## src/rtl/mult_unit.sv

```systemverilog
// Iterative shift-add multiplier: WIDTH magnitude steps followed by a sign fixup,
// then a one-cycle register-file write of the low half of the product.
module mult_unit #(
  parameter int WIDTH  = 32,
  parameter int ADDR_W = 5
) (
  input  logic              clk_i,
  input  logic              rst_i,
  input  logic              start_i,
  input  logic              signed_op_i,
  input  logic [WIDTH-1:0]  rs_data_i,
  input  logic [WIDTH-1:0]  rt_data_i,
  input  logic [ADDR_W-1:0] dest_reg_i,
  output logic              busy_o,
  output logic              reg_write_o,
  output logic [ADDR_W-1:0] write_register_o,
  output logic [WIDTH-1:0]  write_data_o,
  output logic [WIDTH-1:0]  product_hi_o
);

  localparam int CNT_W = $clog2(WIDTH + 1);

  typedef enum logic [1:0] {
    IDLE,
    RUN,
    DONE
  } state_e;

  state_e            state_q, state_d;
  logic [CNT_W-1:0]  count_q, count_d;
  logic [WIDTH-1:0]  mcand_q, mcand_d;
  logic [2*WIDTH:0]  acc_q, acc_d;
  logic              sign_q, sign_d;
  logic [ADDR_W-1:0] dest_q, dest_d;
  logic [ADDR_W-1:0] wreg_q, wreg_d;
  logic [WIDTH-1:0]  wdata_q, wdata_d;
  logic [WIDTH-1:0]  hi_q, hi_d;

  logic [WIDTH-1:0]   rsMag, rtMag;
  logic [WIDTH:0]     upperSum;
  logic [2*WIDTH-1:0] magProduct, finalProduct;
  logic               lastStep;

  // The accumulator's low half starts out holding the multiplier; its LSB picks each add.
  always_comb begin
    rsMag        = (signed_op_i && rs_data_i[WIDTH-1]) ? -rs_data_i : rs_data_i;
    rtMag        = (signed_op_i && rt_data_i[WIDTH-1]) ? -rt_data_i : rt_data_i;
    upperSum     = acc_q[2*WIDTH:WIDTH] + (acc_q[0] ? {1'b0, mcand_q} : '0);
    magProduct   = {upperSum, acc_q[WIDTH-1:1]};
    finalProduct = sign_q ? -magProduct : magProduct;
    lastStep     = (count_q == CNT_W'(WIDTH - 1));
  end

  always_comb begin
    state_d = state_q;
    count_d = count_q;
    mcand_d = mcand_q;
    acc_d   = acc_q;
    sign_d  = sign_q;
    dest_d  = dest_q;
    wreg_d  = wreg_q;
    wdata_d = wdata_q;
    hi_d    = hi_q;
    case (state_q)
      IDLE: begin
        if (start_i) begin
          state_d = RUN;
          mcand_d = rsMag;
          acc_d   = {{(WIDTH + 1){1'b0}}, rtMag};
          sign_d  = signed_op_i & (rs_data_i[WIDTH-1] ^ rt_data_i[WIDTH-1]);
          dest_d  = dest_reg_i;
          count_d = '0;
        end
      end
      RUN: begin
        acc_d   = {1'b0, magProduct};
        count_d = count_q + 1'b1;
        if (lastStep) begin
          state_d = DONE;
          wdata_d = finalProduct[WIDTH-1:0];
          hi_d    = finalProduct[2*WIDTH-1:WIDTH];
          wreg_d  = dest_q;
        end
      end
      DONE:    state_d = IDLE;
      default: state_d = IDLE;
    endcase
  end

  always_ff @(posedge clk_i) begin
    if (rst_i) begin
      state_q <= IDLE;
      count_q <= '0;
      mcand_q <= '0;
      acc_q   <= '0;
      sign_q  <= 1'b0;
      dest_q  <= '0;
      wreg_q  <= '0;
      wdata_q <= '0;
      hi_q    <= '0;
    end else begin
      state_q <= state_d;
      count_q <= count_d;
      mcand_q <= mcand_d;
      acc_q   <= acc_d;
      sign_q  <= sign_d;
      dest_q  <= dest_d;
      wreg_q  <= wreg_d;
      wdata_q <= wdata_d;
      hi_q    <= hi_d;
    end
  end

  assign busy_o           = (state_q != IDLE);
  assign reg_write_o      = (state_q == DONE);
  assign write_register_o = wreg_q;
  assign write_data_o     = wdata_q;
  assign product_hi_o     = hi_q;

endmodule

```

## config.mk

```make
export PLATFORM = sky130hd
export DESIGN_NAME = mult_unit
export DESIGN_NICKNAME = d
export VERILOG_FILES = /design/src/rtl/mult_unit.sv
export SDC_FILE = /design/constraint.sdc
export NUM_CORES = 1
export LEC_CHECK = 0
export ABC_AREA = 1
export BUFFER_PORTS_ARGS = -buffer_cell sky130_fd_sc_hd__buf_2
export CAP_MARGIN = 40
export CELL_PAD_IN_SITES_DETAIL_PLACEMENT = 1
export CELL_PAD_IN_SITES_GLOBAL_PLACEMENT = 1
export CORE_MARGIN = 3
export CORE_UTILIZATION = 36
export CTS_CLUSTER_DIAMETER = 120
export CTS_CLUSTER_SIZE = 24
export DETAILED_ROUTE_END_ITERATION = 10
export PLACE_DENSITY_LB_ADDON = 0.1
export SLEW_MARGIN = 20
export SYNTH_ARGS = -nofsm -noshare
export SYNTH_HDL_FRONTEND = slang
export SYNTH_SLANG_ARGS = --single-unit
```

## constraint.sdc

```tcl
create_clock -name clk_i -period 8.05 [get_ports clk_i]
set_input_delay 0.4025 -clock clk_i [delete_from_list [all_inputs] [get_ports clk_i]]
set_output_delay 0.4025 -clock clk_i [all_outputs]
set_load 0.005 [all_outputs]
```

==> out/results.tsv <==
stage	metric	value	unit
detailed_routing	initialDrtViolationCount	907	
sta	setup_viol_count_final	0	
synthesis	ys_seq_elements	179	
synthesis	synth_top_family_by_area	simple AND/OR/NAND/NOR gates	
grt	grt_pass1_wl	75750	um
sta	hold_violations	0	
power_and_ir_drop	power	2.242	mW
synthesis	synth-simple-area-share	0.3638	
sta	slew_headroom	0.4636	
synthesis	muxShareOfSynthArea	0	
grt	antenna_found_initial	0	
cts	post_cts_resized	0	
worst_setup_path	cp-startpoint	acc_q[0]	
synthesis	synth_compound_area_frac	0.1582	
floorplanning	io_pins	144	
worst_setup_path	cp-end-kind	flop	
grt	gr-total-overflow	0	
min_path	hold_depth	3	
sta	fin_skew	0.01635	ns
layout	final_cells	2696	
cts	hold_buffers	0	
worst_setup_path	crit_type	reg2reg	
worst_setup_path	r2r_slack	4.59	ns
worst_setup_path	worstPathMaxFanout	32	
place	io_buffer_count	143	
worst_setup_path	arrival	3.82	ns
layout	fin_nets	2338	
worst_setup_path	cp.required	8.41	ns
power_and_ir_drop	power_density	155.4	mW/mm2
power_and_ir_drop	p_int	1.492	mW
floorplanning	fp.coreArea	0.03463	mm2
job	maxCapViolCount	0	
synthesis	syn_area	0.01270	mm2
layout	utilization	0.4168	
grt	grt_use_total	0.2503	
worst_setup_path	rr_worst_depth	21	
synthesis	synth_top_area_share	0.2823	
cts	clk_pin_slew	0.08	ns
detailed_routing	wl	47460	um
floorplanning	fp.dieArea	0.03756	mm2
cts	htreeDepth	4	
place	place_ws	4.411	ns
synthesis	ys.flop_type	dfxtp_1	
outcome	status	finished, final reports clean	
cts	cts_sinks	179	
grt	first_global_vias	13920	
sta	period_share	0.4293	
floorplanning	initial_utilization	0.3666	
cts	clockBufferDepth	2	
synthesis	yosysTopAreaCell	dfxtp_1	
sta	layout_min_cycle_time	3.456	ns
worst_setup_path	r2r-start	acc_q[0]	
sta	tns	0	ns
sta	rsz0062_at_grt	no	
cts	cts_tree	yes	
detailed_routing	vias	13910	
synthesis	synth_cell_types	49	
synthesis	yosysWarnings	0	
floorplanning	fp.dieH	193.8	um
sta	clock.fmax	289.4	MHz
cts	worst_skew_pair.late_latency	0.47	ns
power_and_ir_drop	seq_power_share	0.427	
layout	diodes	0	
sta	finalWorstSetupSlack	4.594	ns
power_and_ir_drop	clkPwrFrac	0.388	
synthesis	postSynthAreaPerCell	5.963	um2
grt	grt_max_degree	87	
cts	cts_post_setup_buffers_inserted	0	
floorplanning	placementRows	68	
synthesis	synth.area.top_cells	dfxtp_1, nand2_1, inv_1	
synthesis	ys_seq_area_frac	0.2823	
synthesis	syn-num-nets	2239	
detailed_routing	drt_first_pass_iters	5	
synthesis	synth_edf_count	0	
power_and_ir_drop	p_sw_frac	0.3346	
detailed_routing	drc_errors	0	
detailed_routing	final_antenna_net_count	0	
power_and_ir_drop	power_leakage	7.572	nW
place	place.gp.congestion	0.8727	
detailed_routing	wl_per_cell	17.60	um
sta	slew_violations	0	
cts	cts-root-buf	clkbuf_16	
floorplanning	fp.dieW	193.8	um
worst_setup_path	r2r-end	product_hi_o[31]	
min_path	worstHoldPathType	in2reg	
layout	drive_gt1_frac	0.1017	
cts	cts_buffers	17	
sta	worst_pin_slew	0.8046	ns
synthesis	synth-xor-area-share	0.03922	
power_and_ir_drop	comb_power_share	0.185	
layout	synthToLayoutAreaGrowth	13.67	%
detailed_routing	avgViaCountPerCell	5.159	
power_and_ir_drop	switchingPower	0.7501	mW
synthesis	synthAdderAreaFrac	0.03706	
power_and_ir_drop	peakVddDrop	0.1516	mV
place	dp.cells	2659	
synthesis	async_reset_ff_frac	0	
worst_setup_path	endpoint	product_hi_o[31]	
synthesis	syn_inst	2129	
place	post-dp-hpwl	37210	um
worst_setup_path	cp-start-kind	flop	
through the flow:
stage | cell area, um2 | hold WS, ns
after floorplan | 12700 | 0.4371
after global placement | 13740 | 0.4525
after detailed placement | 13740 | 0.4584
after CTS | 14340 | 0.1672
after global routing | 14430 | 0.1860
final | 14430 | 0.1881
per-layer routing:
layer  wire length [um]  share of wire  up-vias  global-route usage
met5                  0              0        -                   0
met4                845          0.018        0             0.06429
met3               1745          0.037       47             0.02919
met2              20440           0.43      259              0.3879
met1              24430           0.51     6615              0.3692
li1                   -              -     6987                   -
cell usage in the layout, fill, tap and decap left out, types with 4 or more instances in the layout:
| cell | netlist | final |
|---|---|---|
| nand2_1 | 666 | 666 |
| inv_1 | 318 | 316 |
| nor2_1 | 213 | 212 |
| dfxtp_1 | 179 | 179 |
| buf_2 | 7 | 143 |
| a21oi_1 | 138 | 138 |
| nand3_1 | 128 | 128 |
| o21ai_0 | 107 | 107 |
| xor2_1 | 42 | 42 |
| ha_1 | 36 | 36 |
| a31oi_1 | 30 | 30 |
| nor3_1 | 26 | 26 |
| o221ai_1 | 20 | 20 |
| nand4_1 | 20 | 20 |
| clkbuf_16 | 0 | 17 |
| xnor2_1 | 13 | 13 |
| o21a_1 | 13 | 13 |
| o211ai_1 | 12 | 12 |
| nand3b_1 | 12 | 12 |
| or2_2 | 11 | 11 |
| a22oi_1 | 9 | 9 |
| buf_4 | 0 | 9 |
| nor4_1 | 7 | 7 |
| o21bai_1 | 5 | 5 |
| nor3_2 | 4 | 4 |
| nand2_2 | 4 | 4 |
| nor2_2 | 4 | 4 |
| clkinv_4 | 0 | 4 |
flip-flops by register name, indices dropped and copies added (netlist names):
register and cells:
acc_q 64, count_q 6, dest_q 5, mcand_q 32
product_hi_o 32, sign_q 1, state_q 2, write_data_o 32
write_register_o 5
how the worst min path moves through the flow:
stage	start	to	slack [ns]
floorplan	count_q[5]	count_q[5]	0.44
global placement	acc_q[32]	acc_q[32]	0.45
detailed placement	dest_q[2]	write_register_o[2]	0.46
CTS	dest_reg_i[2]	dest_q[2]	0.17
global route	dest_reg_i[2]	dest_q[2]	0.19
finish	dest_reg_i[2]	dest_q[2]	0.19
worst max-delay path, stage by stage (launching register included):
cell and delay, ns:
dfxtp_1 0.32, buf_4 0.23, nand2_1 0.09, inv_1 0.04
ha_1 0.39, nand2_1 0.13, nor2_1 0.29, nand3_1 0.19
nand3_1 0.27, nand2_1 0.15, nand3_1 0.10, nand2_1 0.18
nor2_1 0.20, nand2_1 0.06, nor2_1 0.10, nand2_1 0.12
nand2_1 0.14, nand2_1 0.07, nand2_1 0.06, nand3_1 0.07
nand2_1 0.10, inv_1 0.04
cell usage after synthesis (3+ instances only):
cell type and count:
or2_2 11, o21a_1 13, o21ai_0 107, a21oi_1 138
o211ai_1 12, inv_1 318, nor3_1 26, o21bai_1 5
xnor2_1 13, a31oi_1 30, xor2_1 42, nand3_1 128
nand4_1 20, a22oi_1 9, dfxtp_1 179, nor2_1 213
nor3_2 4, nor4_1 7, o221ai_1 20, ha_1 36
a221oi_1 3, buf_2 7, nand3b_1 12, nand2_2 4
nor2_2 4, buf_1 13, and2_1 3, o31ai_1 3
clkbuf_1 55, nand2_1 666, nand3_2 3
final cells by class:
type,instances,area (um2)
clock buffer,17,425.4
multi-input combinational,1552,7602
sequential,179,3583
tap,455,569.3
inverter,321,1206
fill,4768,20200
clock inverter,15,170.2
timing repair buffer,157,874.6
power groups by stage:
stage	registers, mW	clock network, mW	logic [mW]
finish	0.958	0.869	0.415
global placement	0.976	0	0.397
CTS	0.957	0.891	0.410
floorplan	0.958	0	0.282
detailed placement	0.977	0	0.407
global route	0.963	0.925	0.471
logic make-up after synthesis:
logic type,after synthesis
simple gates,1109
buf+inv,398
compound gates,350
flops,179
xor+xnor,56
fa+ha+maj,37
No activity file was read; power rests on OpenSTA's default activity.
